==> config.mk <==
export PLATFORM = sky130hd
export DESIGN_NAME = posit_encoder_flat
export DESIGN_NICKNAME = d
export VERILOG_FILES = /design/src/rtl/posit_encoder_pkg.sv /design/src/rtl/posit_encoder_if.sv /design/src/rtl/posit_encoder_packer.sv /design/src/rtl/posit_encoder.sv /design/src/flat_wrapper.sv
export SDC_FILE = /design/constraint.sdc
export NUM_CORES = 1
export LEC_CHECK = 0
export CAP_MARGIN = 20
export CORE_MARGIN = 5
export CORE_UTILIZATION = 40
export CTS_BUF_LIST = sky130_fd_sc_hd__clkbuf_16
export DETAILED_ROUTE_END_ITERATION = 8
export PLACE_DENSITY = 0.74
export SLEW_MARGIN = 20
export SYNTH_ARGS = -nofsm -noshare
export SYNTH_HDL_FRONTEND = slang
export SYNTH_HIERARCHICAL = 1
export SYNTH_SLANG_ARGS = --single-unit
==> constraint.sdc <==
create_clock -name clk -period 3.2 [get_ports clk]
set_input_delay 0.8 -clock clk [delete_from_list [all_inputs] [get_ports clk]]
set_output_delay 0.8 -clock clk [all_outputs]
set_load 0.01 [all_outputs]
==> src/rtl/posit_encoder_pkg.sv <==
// Shared types and helpers for the posit encoder back end.
package posit_encoder_pkg;

  localparam int unsigned DEF_WIDTH = 7;
  localparam int unsigned DEF_EN    = 1;

  typedef enum logic [1:0] {IDLE, NORM, PACK, HOLD} posit_enc_state_t;
  typedef enum logic {POS, NEG} sign_t;

  // Largest positive posit pattern {0,1..1}, zero-extended to 32 bits.
  function automatic logic [31:0] posit_maxpos(input int unsigned width);
    return (32'd1 << (width - 1)) - 32'd1;
  endfunction

  // Smallest positive posit pattern {0..0,1}.
  function automatic logic [31:0] posit_minpos(input int unsigned width);
    return (width > 0) ? 32'd1 : 32'd0;
  endfunction

  function automatic logic [31:0] two_comp(input logic [31:0] x);
    return ~x + 32'd1;
  endfunction

endpackage

==> src/rtl/posit_encoder_if.sv <==
// Valid/ready bundle between the mantissa adder, the posit encoder and its consumer.
interface posit_encoder_if
  import posit_encoder_pkg::*;
#(
  parameter int unsigned WIDTH = DEF_WIDTH,
  parameter int unsigned W_REG = $clog2(WIDTH),
  parameter int unsigned W_EXP = $clog2(WIDTH),
  parameter int unsigned W_MAN = WIDTH
);
  logic             in_valid;
  logic             in_ready;
  logic [W_MAN-1:0] mantissa_sum;
  logic [W_REG-1:0] interim_regime;
  logic [W_EXP-1:0] interim_exponent;
  logic             negate_result;
  logic             out_valid;
  logic             out_ready;
  logic [WIDTH-1:0] result;

  modport master (
    output in_valid, mantissa_sum, interim_regime, interim_exponent, negate_result, out_ready,
    input  in_ready, out_valid, result
  );

  modport slave (
    input  in_valid, mantissa_sum, interim_regime, interim_exponent, negate_result, out_ready,
    output in_ready, out_valid, result
  );
endinterface

==> src/rtl/posit_encoder_packer.sv <==
// Combinational posit packer: regime run-length encode, saturation, optional rounding, negation.
// POSIT_ROUND_NEAREST_EN selects round-to-nearest-even; otherwise the body is truncated.
module posit_encoder_packer
  import posit_encoder_pkg::*;
#(
  parameter int unsigned WIDTH = DEF_WIDTH,
  parameter int unsigned EN    = DEF_EN,
  parameter int unsigned W_MAN = WIDTH,
  parameter int unsigned W_K   = 8
) (
  input  logic signed [W_K-1:0] k,
  input  logic [W_MAN-1:0]      mant,
  input  logic                  negate,
  output logic [WIDTH-1:0]      word_c
);

  localparam int unsigned W_BODY = WIDTH - 1;
  localparam int unsigned W_TAIL = EN + W_MAN - 1;
  localparam int unsigned W_EXT  = W_BODY + W_TAIL;
  localparam int          R_MAX  = int'(WIDTH) - 2;
  localparam int          R_MIN  = 1 - int'(WIDTH);

  logic signed [W_K-1:0] r;
  int                    r_int;
  int                    rlen;
  logic [W_EXT-1:0]      regime_bits;
  logic [W_EXT-1:0]      tail_bits;
  logic [W_EXT-1:0]      ext;
  logic [W_BODY-1:0]     body;
  logic [WIDTH-1:0]      mag;
`ifdef POSIT_ROUND_NEAREST_EN
  logic                  guard;
  logic                  sticky;
`endif

  assign r         = k >>> EN;
  assign r_int     = int'(r);
  assign tail_bits = {k[EN-1:0], mant[W_MAN-2:0], {W_BODY{1'b0}}};

  // ext holds the full left-justified body; the top W_BODY bits are kept.
  always_comb begin
    regime_bits = '0;
    rlen        = 0;
    ext         = '0;
    body        = '0;
    mag         = '0;
`ifdef POSIT_ROUND_NEAREST_EN
    guard       = 1'b0;
    sticky      = 1'b0;
`endif
    if (r_int >= R_MAX) begin
      mag = WIDTH'(posit_maxpos(WIDTH));
    end else if (r_int <= R_MIN) begin
      mag = WIDTH'(posit_minpos(WIDTH));
    end else begin
      if (r_int >= 0) begin
        rlen        = r_int + 2;
        regime_bits = ~({W_EXT{1'b1}} >> (r_int + 1));
      end else begin
        rlen        = 1 - r_int;
        regime_bits = {{(W_EXT-1){1'b0}}, 1'b1} << (int'(W_EXT) - 1 + r_int);
      end
      ext  = regime_bits | (tail_bits >> rlen);
      body = W_BODY'(ext >> W_TAIL);
`ifdef POSIT_ROUND_NEAREST_EN
      guard  = ext[W_TAIL-1];
      sticky = |ext[W_TAIL-2:0];
      // A carry out of the all-ones body would land on NaR, so hold at maxpos.
      if (guard && (sticky || body[0]) && !(&body)) begin
        body = body + W_BODY'(1);
      end
`endif
      mag = {1'b0, body};
    end

    if (!mant[W_MAN-1]) begin
      word_c = '0;
    end else if (negate) begin
      word_c = WIDTH'(two_comp(32'(mag)));
    end else begin
      word_c = mag;
    end
  end

endmodule

==> src/rtl/posit_encoder.sv <==
// Posit encoder: capture, iterative normalise (one bit per cycle), pack, hold until consumed.
// Rounding mode is selected by POSIT_ROUND_NEAREST_EN inside the packer.
module posit_encoder
  import posit_encoder_pkg::*;
#(
  parameter int unsigned WIDTH = DEF_WIDTH,
  parameter int unsigned EN    = DEF_EN,
  parameter int unsigned W_REG = $clog2(WIDTH),
  parameter int unsigned W_EXP = $clog2(WIDTH),
  parameter int unsigned W_MAN = WIDTH
) (
  input  logic            clk,
  input  logic            rst,
  posit_encoder_if.slave  bus
);

  localparam int unsigned W_K = W_REG + EN + $clog2(W_MAN) + 1;

  posit_enc_state_t      state;
  logic signed [W_K-1:0] k_q;
  logic [W_MAN-1:0]      mant_q;
  sign_t                 sign_q;

  logic signed [W_REG-1:0] regime_s;
  logic signed [W_EXP-1:0] exponent_s;
  logic signed [W_K-1:0]   k_in_c;
  logic [WIDTH-1:0]        word_c;

  assign regime_s   = bus.interim_regime;
  assign exponent_s = bus.interim_exponent;
  assign k_in_c     = (W_K'(regime_s) <<< EN) + W_K'(exponent_s);

  posit_encoder_packer #(
    .WIDTH (WIDTH),
    .EN    (EN),
    .W_MAN (W_MAN),
    .W_K   (W_K)
  ) u_packer (
    .k      (k_q),
    .mant   (mant_q),
    .negate (sign_q == NEG),
    .word_c (word_c)
  );

  always_ff @(posedge clk) begin
    if (rst) begin
      state         <= IDLE;
      bus.in_ready  <= 1'b1;
      bus.out_valid <= 1'b0;
      bus.result    <= '0;
      k_q           <= '0;
      mant_q        <= '0;
      sign_q        <= POS;
    end else begin
      case (state)
        IDLE: begin
          if (bus.in_valid && bus.in_ready) begin
            k_q          <= k_in_c;
            mant_q       <= bus.mantissa_sum;
            sign_q       <= bus.negate_result ? NEG : POS;
            bus.in_ready <= 1'b0;
            // Zero and already-normalised mantissas skip the shifter entirely.
            state <= ((bus.mantissa_sum == '0) || bus.mantissa_sum[W_MAN-1]) ? PACK : NORM;
          end
        end
        NORM: begin
          mant_q <= mant_q << 1;
          k_q    <= k_q - W_K'(1);
          if (mant_q[W_MAN-2]) begin
            state <= PACK;
          end
        end
        PACK: begin
          bus.result    <= word_c;
          bus.out_valid <= 1'b1;
          state         <= HOLD;
        end
        HOLD: begin
          if (bus.out_ready) begin
            bus.out_valid <= 1'b0;
            bus.in_ready  <= 1'b1;
            state         <= IDLE;
          end
        end
        default: state <= IDLE;
      endcase
    end
  end

endmodule

==> src/flat_wrapper.sv <==
// flat-port wrapper written by rule: the top's interface ports become plain ports
module posit_encoder_flat import posit_encoder_pkg::*;
#(
  parameter int unsigned WIDTH = DEF_WIDTH,
  parameter int unsigned EN    = DEF_EN,
  parameter int unsigned W_REG = $clog2(WIDTH),
  parameter int unsigned W_EXP = $clog2(WIDTH),
  parameter int unsigned W_MAN = WIDTH
)
  (clk, rst, bus_in_valid, bus_mantissa_sum, bus_interim_regime, bus_interim_exponent, bus_negate_result, bus_out_ready, bus_in_ready, bus_out_valid, bus_result);
  posit_encoder_if #(.WIDTH(WIDTH), .W_REG(W_REG), .W_EXP(W_EXP), .W_MAN(W_MAN)) bus_i ();
  input  logic clk;
  input  logic rst;
  input wire logic [$bits(bus_i.in_valid)-1:0] bus_in_valid;
  input wire logic [$bits(bus_i.mantissa_sum)-1:0] bus_mantissa_sum;
  input wire logic [$bits(bus_i.interim_regime)-1:0] bus_interim_regime;
  input wire logic [$bits(bus_i.interim_exponent)-1:0] bus_interim_exponent;
  input wire logic [$bits(bus_i.negate_result)-1:0] bus_negate_result;
  input wire logic [$bits(bus_i.out_ready)-1:0] bus_out_ready;
  output wire logic [$bits(bus_i.in_ready)-1:0] bus_in_ready;
  output wire logic [$bits(bus_i.out_valid)-1:0] bus_out_valid;
  output wire logic [$bits(bus_i.result)-1:0] bus_result;
  assign bus_i.in_valid = bus_in_valid;
  assign bus_i.mantissa_sum = bus_mantissa_sum;
  assign bus_i.interim_regime = bus_interim_regime;
  assign bus_i.interim_exponent = bus_interim_exponent;
  assign bus_i.negate_result = bus_negate_result;
  assign bus_i.out_ready = bus_out_ready;
  assign bus_in_ready = bus_i.in_ready;
  assign bus_out_valid = bus_i.out_valid;
  assign bus_result = bus_i.result;
  posit_encoder #(.WIDTH(WIDTH), .EN(EN), .W_REG(W_REG), .W_EXP(W_EXP), .W_MAN(W_MAN)) u_core (.clk(clk), .rst(rst), .bus(bus_i));
endmodule
Word-level counts from Yosys, hierarchy flattened
Cells that the tools add are included.
{"block": "word_totals", "regBits": 27, "input_bits": 18, "out_inout_bits": 9, "elab_cells": 66}
{"block": "classes", "addsub": 7, "n_lt_le_gt_ge": 3, "eq_ne": 6, "shifts": 3, "mux": 25, "bitwise": 3, "reduce_logical": 12}
{"operator": "2-to-1 mux 32 bit", "count": 3}
{"operator": "2-to-1 mux 13 bit", "count": 3}
{"operator": "<< shifter 1 x 32 -> 13 bit, first input constant", "count": 1}
{"operator": ">> shifter 13 x 32 -> 13 bit", "count": 1}
{"operator": ">> shifter 13 x 32 -> 13 bit, first input constant", "count": 1}
{"operator": "2-to-1 mux 7 bit", "count": 3}
{"operator": "case mux 8 bit (2 select lines)", "count": 1}
{"operator": "case mux 7 bit (2 select lines)", "count": 1}
{"operator": "inverter 13 bit", "count": 1}
{"operator": "bitwise OR 13 bit", "count": 1}
{"operator": "2-to-1 mux 6 bit", "count": 2}
{"operator": "adder 5 x 7 -> 8 bit, first input constant", "count": 1}
{"operator": "adder 7 x 2 -> 8 bit, second input constant", "count": 1}
{"operator": "adder 7 x 3 -> 8 bit, second input constant", "count": 1}
{"operator": "2-to-1 mux 2 bit", "count": 4}
{"operator": "2-to-1 mux 8 bit", "count": 1}
{"operator": "case mux 2 bit (4 select lines)", "count": 1}
{"operator": "subtractor 2 x 7 -> 8 bit, first input constant", "count": 1}
{"operator": "subtractor 8 x 2 -> 8 bit, second input constant", "count": 1}
{"operator": "adder 7 x 1 -> 7 bit, second input constant", "count": 1}
{"operator": "greater-or-equal comparator 7 x 1 -> 1 bit, second input constant", "count": 1}
{"operator": "greater-or-equal comparator 7 x 4 -> 1 bit, second input constant", "count": 1}
{"operator": "<= comparator 7 x 4 -> 1 bit, second input constant", "count": 1}
{"operator": "zero test 7 bit", "count": 1}
{"operator": "other kinds (14)", "count": 25}

Longest topological paths before layout
{"block": "depth", "word_depth": 13, "depth_mapped": 16, "ltp_nobuf": 14}

Cells and area by module
The synthesis kept the hierarchy.
{"mod": "posit_encoder", "n_inst": 1, "cells_per_inst": 159, "area_each_um2": 1480.2, "seq_area_each_um2": 540.5}
{"mod": "posit_encoder_packer", "n_inst": 1, "cells_per_inst": 162, "area_each_um2": 1171.1, "seq_area_each_um2": 0.0}

Worst setup path before layout
OpenSTA, ideal clock, no wires.
{"block": "synth_path", "path_type": "flip-flop to flip-flop", "from": "register u_core.k_q[4]", "to": "register u_core.bus.result[4]", "setup_ns": 0.128, "t_arrival_ns": 3.355, "t_required_ns": 3.072, "path_slack_ns": -0.282, "stages_incl_launch_ff": 16, "path_buffers": 2, "period_less_slack_ns": 3.482, "path_cell_list": "dfxtp_1 > buf_2 > inv_1 > ha_1 > a2111o_1 > o311a_1 > or4_1 > buf_2 > o31ai_2 > inv_1 > ha_1 > nand2_1 > o31a_1 > mux2_1 > mux2i_1 > nor2_1"}
{"block": "synth_between", "elab_chain_len": 13, "elab_cells_between_ends": 24, "classes_between": "add/sub: 5; order compare: 3; shift: 3; mux: 10; bitwise: 3"}
{"item": "start, declared", "line_no": "posit_encoder.sv:20", "text": "logic signed [W_K-1:0] k_q;"}
{"item": "start signal, assigned", "line_no": "posit_encoder.sv:58", "text": "k_q <= k_in_c;"}
{"item": "start signal, assigned", "line_no": "posit_encoder.sv:68", "text": "k_q <= k_q - W_K'(1);"}
{"item": "adder 7 x 2 -> 8 bit", "line_no": "posit_encoder_packer.sv:58", "text": "regime_bits = ~({W_EXT{1'b1}} >> (r_int + 1));"}
{"item": ">> shifter 13 x 32 -> 13 bit", "line_no": "posit_encoder_packer.sv:58"}
{"item": "inverter 13 bit", "line_no": "posit_encoder_packer.sv:58"}
{"item": "2-to-1 mux 13 bit", "line_no": "posit_encoder_packer.sv:56", "text": "if (r_int >= 0) begin"}
{"item": "2-to-1 mux 13 bit", "line_no": "posit_encoder_packer.sv:53", "text": "end else if (r_int <= R_MIN) begin"}
{"item": "2-to-1 mux 13 bit", "line_no": "posit_encoder_packer.sv:51", "text": "if (r_int >= R_MAX) begin"}
{"item": "bitwise OR 13 bit", "line_no": "posit_encoder_packer.sv:63", "text": "ext = regime_bits | (tail_bits >> rlen);"}
{"item": "2-to-1 mux 6 bit", "line_no": "posit_encoder_packer.sv:53"}
{"item": "2-to-1 mux 6 bit (*)", "line_no": "posit_encoder_packer.sv:51"}
{"item": "inverter 6 -> 7 bit", "line_no": "posit_encoder_pkg.sv:21", "text": "return ~x + 32'd1;"}
{"item": "adder 7 x 1 -> 7 bit", "line_no": "posit_encoder_pkg.sv:21"}
{"item": "2-to-1 mux 7 bit (*)", "line_no": "posit_encoder_packer.sv:78", "text": "end else if (negate) begin"}
{"item": "2-to-1 mux 7 bit (*)", "line_no": "posit_encoder_packer.sv:76", "text": "if (!mant[W_MAN-1]) begin"}
{"item": "named net u_core.word_c[4]", "line_no": "posit_encoder.sv:27", "text": "logic [WIDTH-1:0] word_c;"}
{"item": "end signal, assigned", "line_no": "posit_encoder.sv:74", "text": "bus.result <= word_c;"}
{"item": "end, declared", "line_no": "posit_encoder_if.sv:27", "text": "output in_ready, out_valid, result"}
Mark *: on every way through the listed nets, which the timed path passes. The rest lies on a longest branch. The select of a mux whose other input is x is not followed.
A chain may end at the register's enable or synchronous reset.

Final worst setup path
{"block": "layout_path", "from": "register u_core.k_q[3]", "to": "register u_core.bus.result[6]"}
{"block": "layout_between", "elab_chain_len": 13, "elab_cells_between_ends": 24, "classes_between": "add/sub: 5; order compare: 3; shift: 3; mux: 10; bitwise: 3"}
{"item": "adder 7 x 2 -> 8 bit", "line_no": "posit_encoder_packer.sv:58"}
{"item": ">> shifter 13 x 32 -> 13 bit", "line_no": "posit_encoder_packer.sv:58"}
{"item": "inverter 13 bit", "line_no": "posit_encoder_packer.sv:58"}
{"item": "2-to-1 mux 13 bit", "line_no": "posit_encoder_packer.sv:56"}
{"item": "2-to-1 mux 13 bit", "line_no": "posit_encoder_packer.sv:53"}
{"item": "2-to-1 mux 13 bit", "line_no": "posit_encoder_packer.sv:51"}
{"item": "bitwise OR 13 bit", "line_no": "posit_encoder_packer.sv:63"}
{"item": "2-to-1 mux 6 bit", "line_no": "posit_encoder_packer.sv:53"}
{"item": "2-to-1 mux 6 bit (*)", "line_no": "posit_encoder_packer.sv:51"}
{"item": "inverter 6 -> 7 bit (*)", "line_no": "posit_encoder_pkg.sv:21"}
{"item": "adder 7 x 1 -> 7 bit (*)", "line_no": "posit_encoder_pkg.sv:21"}
{"item": "2-to-1 mux 7 bit (*)", "line_no": "posit_encoder_packer.sv:78"}
{"item": "2-to-1 mux 7 bit (*)", "line_no": "posit_encoder_packer.sv:76"}
{"item": "named net u_core.word_c[6]", "line_no": "posit_encoder.sv:27"}
Marked as above.

==> results.py <==
metrics = {
    "status": {
        "outcome": "finished, final reports clean",
    },
    "finish": {
        "syn_to_final_growth_pct": 24.49,
        "nets": 405,
        "diodes": 0,
        "fillers": 604,
        "drive_above_1_share_pct": 19.83,
    },
    "cts": {
        "tritoncts": "done",
        "clk_latency_ps": 270,
        "cts_root_buffer": "clkbuf_16",
        "clkTransAtPathRegs_ps": 70,
        "holdBufCountCts": 0,
        "clockBufferDepth": 2,
        "htree_levels": 1,
        "cts_buffers": 3,
        "clkSinkCount": 27,
    },
    "drt": {
        "drt_iter0_drc": 207,
        "drt_wl_total_um": 6838,
        "first_pass_iters": 4,
        "viasPerCell": 5.845,
        "wl_per_cell_um": 15.54,
        "drt.antenna.violating_nets": 0,
        "remaining_drc_errors": 0,
        "vias": 2572,
    },
    "sta": {
        "holdWs_ps": 499.9,
        "slew_headroom_pct": 48.51,
        "fin_crit_ps": 3071,
        "fin_ws_ps": 129.3,
        "fin_worst_skew_ps": 5.778,
        "fin_crit_sh_pct": 95.96,
        "slew_viol_final": 0,
        "finalSetupViolCount": 0,
        "finalHoldViolCount": 0,
        "worst_slew_pin_slew_ps": 772.2,
        "fmax_ghz": 0.3257,
    },
    "power_and_ir_drop": {
        "pwr_density_cell_mw_per_mm2": 1075,
        "ir_worst_vdd_v": 0.0006539,
        "p_leak_nw": 1.245,
    },
    "global_route": {
        "antenna_found_initial": 0,
        "grt_pass1_vias": 2455,
        "grt_use_total_pct": 15.77,
        "grt_pass1_wl_um": 11300,
        "grt_max_degree": 23,
        "overflow": 0,
    },
    "yosys": {
        "synthCells": 321,
        "syn_area_sq_mm": 0.002651,
        "synth_flop_cell": "dfxtp_1",
        "yosys_warnings": 6,
        "syn_avg_cell_area_sq_um": 8.259,
        "synthArstFlopShare_pct": 0,
        "synth_cell_types": 71,
        "syn-num-nets": 362,
        "seq_area_frac_synth_pct": 20.39,
        "synth_edf_count": 0,
        "synth_seq_cells": 27,
    },
    "worst_setup_path": {
        "worst-endpoint-required_ps": 3360,
        "r2r_setup_slack_ps": 130,
        "r2r-start": "u_core/k_q[3]",
        "path_class": "reg -> reg",
        "r2r_end": "u_core/bus.result[6]",
        "crit_arrival_ps": 3230,
        "setup.worst_path.end_class": "register",
        "path_max_fanout": 11,
        "endpoint": "u_core/bus.result[6]",
        "cp-startpoint": "u_core/k_q[3]",
        "r2r_cells": 13,
        "cp-start-kind": "register",
    },
    "job": {
        "maxCapViolCount": 0,
    },
    "floorplanning": {
        "io_pins": 27,
        "die_w_um": 91.42,
        "start_util_pct": 41.52,
        "core_area_sq_mm": 0.006386,
        "die_y_um": 91.42,
        "dieArea_sq_mm": 0.008357,
        "rows": 29,
    },
    "place": {
        "detailedPlace.worstSlack_ps": -19.71,
        "port_buffers": 26,
        "gp_congestion": 0.8314,
        "dp_hpwl_um": 5164,
    },
    "hold_path": {
        "hp-class": "reg -> reg",
    },
}
==> kinds of logic (layout without fill, tap and decap cells) <==
logic type / after synthesis / after routing / synth area share [%]
buf+inv: 38 / 80 / 7.881
compound gates: 87 / 87 / 25.48
xor+xnor: 9 / 9 / 2.973
mux: 25 / 25 / 10.00
simple gates: 112 / 112 / 22.13
flops: 27 / 27 / 20.39
fa+ha+maj: 23 / 23 / 11.14
==> layer usage <==
layer	up-vias	global-route usage [%]	routed length, um
li1	1279	-	-
met1	1230	20.75	3154
met2	55	26.49	3366
met3	8	2.066	233
met4	0	5.134	83
met5	-	0	0
==> worst min path at each step <==
stage,start,endpoint,slack [ps],cells past startpoint
after detailed placement,u_core/bus.out_valid,u_core/bus.out_valid,480,2
after global routing,u_core/mant_q[0],u_core/mant_q[0],530,2
after floorplan,u_core/mant_q[0],u_core/mant_q[0],460,2
after global placement,u_core/bus.out_valid,u_core/bus.out_valid,470,2
final,u_core/mant_q[0],u_core/mant_q[0],500,2
after CTS,u_core/bus.result[1],u_core/bus.result[1],500,2
==> worst max-delay path: stages, from the launching register on <==
cell and delay, ps:
dfxtp_4 380, buf_6 160, ha_2 210, and3_1 160
o22a_1 170, nand3_2 120, a2111oi_2 310, buf_4 170
o21a_1 160, ha_2 190, or3b_1 360, o311a_1 370
mux2i_1 150, nor2_1 50
==> per-stage QoR <==
stage / total power (W) / std cells / cell area, sq um / setup TNS (ps) / utilization (%)
2_1_floorplan: 0.002377 / 321 / 2681 / 0 / -
4_1_cts: 0.003331 / 436 / 3174 / 0 / 49.71
5_1_grt: 0.003846 / 440 / 3301 / -5.762 / 51.69
6_report: 0.003548 / 440 / 3301 / 0 / 51.69
3_3_place_gp: 0.002938 / 432 / 3087 / 0 / 48.33
3_5_place_dp: 0.003006 / 432 / 3087 / -19.71 / 48.33
==> cell usage in the layout, fill, tap and decap left out, types with 3 or more instances in the layout <==
| cell type | count |
|---|---|
| dfxtp_1 | 23 |
| inv_1 | 15 |
| inv_2 | 4 |
| a221oi_1 | 3 |
| a21oi_1 | 14 |
| xnor2_1 | 4 |
| ha_2 | 4 |
| o21a_1 | 3 |
| xor2_1 | 3 |
| ha_1 | 17 |
| mux2i_1 | 22 |
| nand2_1 | 20 |
| nand3_1 | 9 |
| o21ai_1 | 5 |
| nor2b_1 | 4 |
| nand2b_1 | 7 |
| a211oi_1 | 10 |
| nor3b_1 | 3 |
| o41ai_1 | 3 |
| clkdlybuf4s50_1 | 26 |
| nor2_1 | 34 |
| nand4_1 | 4 |
| o21ai_0 | 8 |
| and3_1 | 7 |
| buf_4 | 29 |
| dfxtp_4 | 4 |
| clkbuf_16 | 3 |
| nor3_1 | 7 |
| a31oi_1 | 4 |
==> cell usage after synthesis, drive strengths merged (3+ instances only) <==
| master | count | area share, % |
|---|---|---|
| nor4 | 3 | 1.3 |
| clkbuf | 6 | 2.0 |
| xor2 | 4 | 1.3 |
| ha | 22 | 10 |
| o21a | 3 | 0.85 |
| a211oi | 10 | 2.8 |
| or4 | 4 | 1.3 |
| o31ai | 3 | 1.0 |
| nand2b | 7 | 1.7 |
| and3 | 7 | 1.7 |
| nor2 | 34 | 4.8 |
| dfxtp | 27 | 20 |
| o21ai | 14 | 2.8 |
| buf | 11 | 2.7 |
| o41ai | 5 | 2.6 |
| nand3 | 10 | 1.9 |
| nand4 | 4 | 0.94 |
| a221oi | 4 | 1.3 |
| a31oi | 5 | 1.4 |
| xnor2 | 5 | 1.7 |
| nor2b | 4 | 0.94 |
| a21oi | 15 | 3.0 |
| nand2 | 20 | 2.8 |
| nor3 | 7 | 1.3 |
| nor3b | 3 | 0.85 |
| a21boi | 3 | 0.99 |
| mux2i | 22 | 8.3 |
| a2111oi | 3 | 1.2 |
| inv | 19 | 2.7 |
==> what timing repair did <==
action / CTS / global route
resized for setup: 3 / 24
buffers inserted: 0 / 4
pin swaps: 0 / 8
endpoints found under the setup margin: 2 / 5
==> cell type report <==
type	instances	area, sq um	share of cell area [%]
Sequential cell	27	555.5	16.83
Multi-Input combinational cell	256	2003	60.69
Clock buffer	3	75.07	2.274
Timing Repair Buffer	56	489.2	14.82
Tap cell	77	96.34	2.919
Clock inverter	1	6.256	0.1895
Inverter	20	75.07	2.274
==> sequential cells by signal, indices dropped and copies added (netlist names) <==
signal	count
u_core/state	2
u_core/k_q	8
u_core/bus.result	7
u_core/bus.out_valid	1
u_core/sign_q	1
u_core/bus.in_ready	1
u_core/mant_q	7
==> report_power, final <==
group	switching [W]	internal, W	leakage (nW)
registers	0.000164	0.000449	0.224
logic	0.00138	0.00126	0.979
clock network	0.000125	0.000171	0.0414
Power figures use the tool's default switching activity.
==> variant, RTL diff (config.mk and constraints unchanged) <==
`DEF_WIDTH`: 7 -> 5.
--- a/src/rtl/posit_encoder_pkg.sv
+++ b/src/rtl/posit_encoder_pkg.sv
@@ -3,3 +3,3 @@
 
-  localparam int unsigned DEF_WIDTH = 7;
+  localparam int unsigned DEF_WIDTH = 5;
   localparam int unsigned DEF_EN    = 1;
Interface: changed (resized bus_mantissa_sum and bus_result); port bits go from 27 to 23. The function was not compared with the original's and may differ.
==> variant against the original RTL <==
Area after synthesis is 18% lower; sequential share of layout area is 1.6 points higher; fmax is 7.0% higher; total power is 37% lower; setup slack better by 0.20 ns; sequential cell count is 4 lower; final area is 24% lower; wire length is 24% lower; combinational power is 47% lower; first-iteration DRC count is 7.2% higher.
==> variant: results (changes against the original RTL) <==
metric,value,unit,change
DR WL/cell,14.6,um,-6.1%
Slew headroom,40.2,%,-8.3 points
Arrival @ worst endpoint,3.07,ns,-0.16 ns
crit path max-delay cell type,dfxtp_1,,
initial DRC count,222,,+7.2%
syn nets,303,,-16%
sequential share of the synthesized area,21.3,%,+0.91 points
Post-synth top cells,"nor2_1 (25), dfxtp_1 (23), inv_1 (20), ha_1 (18), o21ai_0 (17)",,
IO Port Bufs,22,,-15%
post_cts resized,0,,-3
status,finished clean,,
Storage cell area,463,um2,-17%
Non-clock buffer share,11.1,%,-3.7 points
largest net degree at the start of global routing,25,,+8.7%
# placed instances,353,,-18%
DR vias/cell,5.86,,+0.30%
Final nets,323,,-20%
FILL cells,497,,-18%
Pleak,0.000974,uW,-22%
Mean Syn Cell Area,8.07,um2,-2.3%
Netlist Area Pre-Place,2160,um2,-18%
Post-DP HPWL,3860,um,-25%
sequential cell area share,18.4,%,+1.6 points
multi-input gates,210,,-18%
Compound-Gate Fraction of Synth Area,26.7,%,+1.3 points
DP Area,2430,um2,-21%
area share of fa/ha/maj cells after synthesis,11.3,%,+0.21 points
CTS sink cnt,23,,-15%
multiplexer share of the synthesized area,8.51,%,-1.5 points
post-synthesis xor/xnor area fraction,0.810,%,-2.2 points
drt total wl,5210,um,-24%
first-pass GRT wire length,9010,um,-20%
ratio of cells with drive above 1 in the final layout,8.36,%,-11 points
crit-path max FO,12,,+1
"Largest stage delay, worst path",0.55,ns,+0.17 ns
Max rail drop VDD,0.000527,V,-19%
Layout clock area frac,3.28,%,+0.82 points
variant: final timing paths:
kind | start | endpoint | slack (ns) | cells past startpoint
setup reg to reg | u_core/k_q[3]$_SDFFE_PP0P_ | u_core/bus.result[2]$_SDFFE_PP0P_ | 0.33 | 13
hold / removal | u_core/bus.out_valid$_SDFFE_PP0P_ | u_core/bus.out_valid$_SDFFE_PP0P_ | 0.50 | 2
hold reg to reg | u_core/bus.out_valid$_SDFFE_PP0P_ | u_core/bus.out_valid$_SDFFE_PP0P_ | 0.50 | 2
setup / recovery | u_core/k_q[3]$_SDFFE_PP0P_ | u_core/bus.result[2]$_SDFFE_PP0P_ | 0.33 | 13
variant: worst max-delay path: cells and delay by family (launching register included):
| kind | cells | cell delay (ns) |
|---|---|---|
| and+or+nand+nor | 5 | 1.07 |
| muxes | 2 | 0.23 |
| AOI/OAI and AO/OA | 3 | 0.38 |
| buffers and inverters | 1 | 0.14 |
| DFF | 1 | 0.55 |
| adders and majority gates | 2 | 0.43 |
variant: through the flow:
stage / total power [uW] / worst slack, ns
floorplan: 1630 / 0.277
global placement: 1890 / 0.436
detailed placement: 1920 / 0.311
CTS: 2220 / 0.285
global route: 2450 / 0.0254
finish: 2230 / 0.331
variant: power by group through the flow:
stage               Clock [uW]  Sequential, uW  Combinational (uW)
floorplan                    0             497                1130
global placement             0             525                1370
detailed placement           0             532                1390
CTS                        294             526                1400
global route               305             552                1590
finish                     291             530                1410
variant: metal layers:
layer | part of all wire [%] | GRT usage, % | up-vias | wire length [um]
met5 | 0 | 0 | - | 0
met4 | 2.1 | 4.09 | 0 | 112
met3 | 5.8 | 2.96 | 14 | 303
met2 | 44 | 24.3 | 65 | 2320
met1 | 48 | 20.5 | 980 | 2480
li1 | - | - | 1034 | -
